[config.mk]
export PLATFORM = sky130hd
export DESIGN_NAME = reg_file
export DESIGN_NICKNAME = d
export VERILOG_FILES = /design/src/rtl/reg_file.sv
export SDC_FILE = /design/constraint.sdc
export NUM_CORES = 1
export LEC_CHECK = 0
export CAP_MARGIN = 5
export CELL_PAD_IN_SITES_DETAIL_PLACEMENT = 1
export CELL_PAD_IN_SITES_GLOBAL_PLACEMENT = 2
export CORE_MARGIN = 3
export CORE_UTILIZATION = 44
export CTS_CLUSTER_DIAMETER = 120
export CTS_CLUSTER_SIZE = 12
export DETAILED_ROUTE_END_ITERATION = 8
export GPL_ROUTABILITY_DRIVEN = 0
export MAX_ROUTING_LAYER = met4
export PLACE_DENSITY_LB_ADDON = 0.1
export SYNTH_ARGS = -nofsm -noshare
export SYNTH_HDL_FRONTEND = slang
export SYNTH_SLANG_ARGS = --single-unit
[constraint.sdc]
create_clock -name clk -period 6.2 [get_ports clk]
set_clock_uncertainty 0.1 [all_clocks]
set_input_delay 1.55 -clock clk [delete_from_list [all_inputs] [get_ports clk]]
set_output_delay 1.55 -clock clk [all_outputs]
set_load 0.01 [all_outputs]
[src/rtl/reg_file.sv]
// Two-read / one-write register file with hard-wired zero register, write-through
// bypass on both read ports, and a separately enabled carry flag.
module reg_file #(
    parameter int DATA_W = 32,
    parameter int ADDR_W = 3
) (
    input  logic              clk,
    input  logic              rst_n,
    input  logic [ADDR_W-1:0] rd_addr_a,
    input  logic [ADDR_W-1:0] rd_addr_b,
    output logic [DATA_W-1:0] rd_data_a,
    output logic [DATA_W-1:0] rd_data_b,
    input  logic              wr_en,
    input  logic [ADDR_W-1:0] wr_addr,
    input  logic [DATA_W-1:0] wr_data,
    input  logic              carry_we,
    input  logic              carry_d,
    output logic              carry_q
);

    localparam int DEPTH = 2 ** ADDR_W;

    logic [DATA_W-1:0] regs_reg [DEPTH];
    logic              carry_reg;
    logic              wr_live;

    // A write is only real outside reset and away from the zero register.
    assign wr_live = rst_n && wr_en && (wr_addr != '0);

    // Register array needs an asynchronous clear, so it is built from flops.
    always_ff @(posedge clk or negedge rst_n) begin
        if (!rst_n) begin
            for (int i = 0; i < DEPTH; i++) begin
                regs_reg[i] <= '0;
            end
        end else if (wr_live) begin
            regs_reg[wr_addr] <= wr_data;
        end
    end

    always_ff @(posedge clk or negedge rst_n) begin
        if (!rst_n) begin
            carry_reg <= 1'b0;
        end else if (carry_we) begin
            carry_reg <= carry_d;
        end
    end

    assign carry_q = carry_reg;

    // Identical read-port logic; port 0 is A, port 1 is B.
    generate
        for (genvar gi = 0; gi < 2; gi++) begin : g_rd
            logic [ADDR_W-1:0] addr;
            logic [DATA_W-1:0] data;

            assign addr = (gi == 0) ? rd_addr_a : rd_addr_b;

            always_comb begin
                data = '0;
                if (!rst_n) begin
                    data = '0;
                end else if (wr_live && (wr_addr == addr)) begin
                    data = wr_data;
                end else if (addr != '0) begin
                    data = regs_reg[addr];
                end
            end
        end
    endgenerate

    assign rd_data_a = g_rd[0].data;
    assign rd_data_b = g_rd[1].data;

endmodule

==> impl_table.tex <==
\begin{tabular}{lr}
\hline
Metric & Value \\
\hline
\multicolumn{2}{l}{\textbf{Synth}} \\
\quad Number of warnings reported in the yosys synthesis log & 0 \\
\quad Yosys cell types & 31 \\
\quad Sequential fraction of the synthesis area & 0.439 \\
\quad Number of instances in the synthesized netlist & 986 \\
\quad Post-Synthesis Net Count & 1032 \\
\quad Flop and latch count out of synthesis & 225 \\
\quad Netlist area before placement & 0.0128 sq mm \\
\quad Synthesized area divided by synthesized cell count & $\sim$13 sq um \\
\multicolumn{2}{l}{\textbf{Worst setup path}} \\
\quad Kind of critical path & primary input to primary output \\
\quad Worst setup startpoint & wr\_addr[2] \\
\quad CP startpoint kind & primary input \\
\quad Longest individual stage delay on the worst path & 0.55 ns \\
\quad Crit path max-delay cell type & sky130\_fd\_sc\_hd\_\_clkdlybuf4s50\_1 \\
\quad Chain of cells forming the critical path & clkdlybuf4s50\_1, o311a\_1, nand4\_4, buf\_4, o21ai\_0, a21oi\_1, clkdlybuf4s50\_1 \\
\quad Critical Path End Type & primary output \\
\quad Worst flop-to-flop path startpoint & regs\_reg[171] \\
\quad Buf/Inv on CP & 3 \\
\quad Largest fanout on the critical path & 24 \\
\quad Family of cells with the greatest summed delay on the critical path & buffers and inverters \\
\quad Arr. time, crit path & between 3 and 4 ns \\
\quad Critical path required time & 4.55 ns \\
\quad Crit path top cell by count & sky130\_fd\_sc\_hd\_\_clkdlybuf4s50\_1 \\
\multicolumn{2}{l}{\textbf{Die}} \\
\quad Initial Utilization & 0.454 \\
\quad Die Height & $\sim$180 um \\
\quad Floorplan die width & 177 um \\
\quad Count of pins on the block boundary & 111 \\
\quad Floorplan row count & between 60 and 70 \\
\quad Floorplan die area & 0.0312 sq mm \\
\quad Placeable core region & 0.0282 sq mm \\
\multicolumn{2}{l}{\textbf{GRT}} \\
\quad Largest net degree at the start of global routing & 85 \\
\quad Number of global-route vias before repair & 9582 \\
\quad Global-route wire length before repair & approximately 58 mm \\
\quad Gr ovfl total & 0 \\
\quad Number of antenna violations at the first check in global routing & 0 \\
\quad Overall track demand over capacity in global routing & 0.242 \\
\multicolumn{2}{l}{\textbf{Clock network}} \\
\quad Hold\_buf cts & 0 \\
\quad CTS tree & yes \\
\quad Library cell used as clock root buffer & sky130\_fd\_sc\_hd\_\_clkbuf\_16 \\
\quad Register clock-pin slew on the reported worst setup and hold paths & 0.06 ns \\
\quad H-Tree Level Count & 1 \\
\quad Worst skew pair latency & 0.51 ns \\
\quad CTS buffer count & 22 \\
\quad Longest Clk Path Bufs & 3 \\
\quad Post-CTS setup buffer count & 0 \\
\quad Post-cts repair resize count & 0 \\
\quad Number of clock sinks seen by CTS & 225 \\
\multicolumn{2}{l}{\textbf{STA}} \\
\quad Pins over their slew limit & 0 \\
\quad Final critical-path share of the clock period & 0.882 \\
\quad Post-route setup TNS & 0 ns \\
\quad Setup-violating endpoint count in the final report & 0 \\
\quad Worst slew pin tran & 0.822 ns \\
\quad Setup repair after global routing missed its margin & no \\
\quad Worst Hold Margin & 0.410 ns \\
\quad Hold Fails Final Rpt & 0 \\
\quad Final period demand of the worst path & approximately 5.5 ns \\
\quad Upper clock frequency limit & 183 MHz \\
\quad Worst slew margin & 0.451 \\
\multicolumn{2}{l}{\textbf{Final layout}} \\
\quad Leading cell type in the layout, fill and taps excluded & sky130\_fd\_sc\_hd\_\_mux2\_2 \\
\quad FILL cells & roughly 2900 \\
\quad Storage element area & 0.00563 sq mm \\
\quad Fraction of final layout cells with drive strength greater than 1 & 0.393 \\
\quad Area of combinational cells with multiple inputs & 0.00680 sq mm \\
\quad Most frequent cells in the layout & sky130\_fd\_sc\_hd\_\_mux2\_2 (245), sky130\_fd\_sc\_hd\_\_dfrtp\_1 (225), sky130\_fd\_sc\_hd\_\_clkdlybuf4s50\_1 (103) \\
\quad Layout Nets & 1109 \\
\quad Number of flip-flops in the largest register & 224 \\
\quad Count of inserted antenna diode cells & 0 \\
\quad Final core occ & 0.529 \\
\quad Layout overhead on the synthesized area & 16.6\% \\
\multicolumn{2}{l}{\textbf{Worst hold path}} \\
\quad Hold Crit Start & carry\_q \\
\quad Min-delay worst type & flip-flop to flip-flop \\
\multicolumn{2}{l}{\textbf{Routing}} \\
\quad Routed wire length & $\sim$37 mm \\
\quad Total iterations of the first detailed-routing run & 4 \\
\quad Total DRC errors in the routed layout & 0 \\
\quad Routed wirelength normalized by instance count & approximately 25 um \\
\quad Vias per cell & 6.13 \\
\quad Vias & 8840 \\
\quad Detailed Route Iter0 Violations & 450 \\
\quad Post-route antenna net violation count & 0 \\
\multicolumn{2}{l}{\textbf{Pwr}} \\
\quad Leakage component of the power & 6.04 nW \\
\quad Largest voltage drop on the vdd net & between 150 and 200 uV \\
\quad Total power density per cell area & approximately 300 mW/mm\^{}2 \\
\quad Combinational power share & 0.270 \\
\quad Switching power of the nets & 1.27 mW \\
\quad Power share of the clock group & 0.269 \\
\quad Internal power component & 3.22 mW \\
\quad Proportion of power drawn by flip-flops and latches & 0.462 \\
\quad Post-layout power & $\sim$4.5 mW \\
\quad Switching share of power & 0.283 \\
\multicolumn{2}{l}{\textbf{Placed design}} \\
\quad Port-buffer cells & 110 \\
\quad Post-DP HPWL & 22.2 mm \\
\multicolumn{2}{l}{\textbf{Job}} \\
\quad Reported max-cap violation count & 0 \\
\multicolumn{2}{l}{\textbf{Outcome}} \\
\quad Status & finished, final reports clean \\
\hline
\end{tabular}
[power by group through the flow]
stage	sequential (mW)	clock, mW	combinational, mW
floorplan	2.00	0	0.872
global placement	2.06	0	1.19
detailed placement	2.09	0	1.22
CTS	2.06	1.24	1.22
global route	2.12	1.30	1.31
finish	2.07	1.21	1.21
[worst paths after layout]
kind / endpoint / slack, ns / cells past startpoint
max reg2reg: regs_reg[171] / 5.30 / 1
max: rd_data_b[14] / 0.73 / 7
min in group asynchronous: regs_reg[71] / 0.82 / 1
min: carry_q / 0.41 / 1
max in group asynchronous: regs_reg[110] / 3.94 / 3
min reg2reg: carry_q / 0.41 / 1
[layout make-up]
| type | count | area share |
|---|---|---|
| Inverter | 2 | 0.000502 |
| Timing Repair Buffer | 146 | 0.0975 |
| Clock inverter | 1 | 0.000335 |
| Clock buffer | 23 | 0.0385 |
| Tap cell | 378 | 0.0317 |
| Sequential cell | 225 | 0.377 |
| Multi-Input combinational cell | 666 | 0.455 |
[synth_stat cells]
cell | n | area share
sky130_fd_sc_hd__nand4_2 | 2 | 0.0020
sky130_fd_sc_hd__mux4_2 | 64 | 0.11
sky130_fd_sc_hd__or3_1 | 1 | 0.00049
sky130_fd_sc_hd__nand2_1 | 35 | 0.010
sky130_fd_sc_hd__buf_4 | 8 | 0.0047
sky130_fd_sc_hd__xnor2_1 | 6 | 0.0041
sky130_fd_sc_hd__a221o_1 | 30 | 0.023
sky130_fd_sc_hd__buf_2 | 48 | 0.019
sky130_fd_sc_hd__mux2_2 | 245 | 0.22
sky130_fd_sc_hd__mux2_4 | 30 | 0.035
sky130_fd_sc_hd__a22oi_1 | 30 | 0.018
sky130_fd_sc_hd__nor3_2 | 3 | 0.0023
sky130_fd_sc_hd__o21a_1 | 29 | 0.017
sky130_fd_sc_hd__o311a_1 | 1 | 0.00078
sky130_fd_sc_hd__buf_6 | 3 | 0.0026
sky130_fd_sc_hd__o21ai_0 | 93 | 0.036
sky130_fd_sc_hd__a211oi_1 | 1 | 0.00059
sky130_fd_sc_hd__a21oi_1 | 65 | 0.025
sky130_fd_sc_hd__nand2b_1 | 2 | 0.00098
sky130_fd_sc_hd__o211a_1 | 1 | 0.00078
sky130_fd_sc_hd__mux2_1 | 10 | 0.0088
sky130_fd_sc_hd__nor2b_1 | 3 | 0.0015
sky130_fd_sc_hd__a31oi_1 | 2 | 0.00098
sky130_fd_sc_hd__nor2_1 | 3 | 0.00088
sky130_fd_sc_hd__clkbuf_1 | 34 | 0.010
sky130_fd_sc_hd__nand3_2 | 1 | 0.00078
sky130_fd_sc_hd__inv_1 | 2 | 0.00059
sky130_fd_sc_hd__dfrtp_1 | 225 | 0.44
sky130_fd_sc_hd__a211o_1 | 2 | 0.0014
sky130_fd_sc_hd__mux2i_1 | 6 | 0.0047
sky130_fd_sc_hd__o211ai_1 | 1 | 0.00059
[logic make-up after synthesis]
group,after synthesis,synth area share
and+or+nand+nor,50,0.0191
AOI/OAI and AO/OA,255,0.125
muxes,355,0.376
DFF,225,0.439
xor gates and xnor gates,6,0.00410
buffers and inverters,95,0.0366
[per-stage QoR]
stage          std cells  area, sq um  setup WS [ns]
6_report            1441        14900          0.731
5_1_grt             1441        14900          0.587
4_1_cts             1441        14900          0.698
3_5_place_dp        1417        14400          0.699
3_3_place_gp        1417        14400          0.776
2_1_floorplan        986        12800           1.79
[per-layer routing]
layer | vias up | GRT usage | routed length [um]
li1 | 3914 | - | -
met3 | 36 | 0.0232 | 1190
met5 | - | - | 0
met2 | 167 | 0.397 | 17600
met1 | 4723 | 0.339 | 17300
met4 | 0 | 0.0340 | 510
No activity file was read; power rests on OpenSTA's default activity.
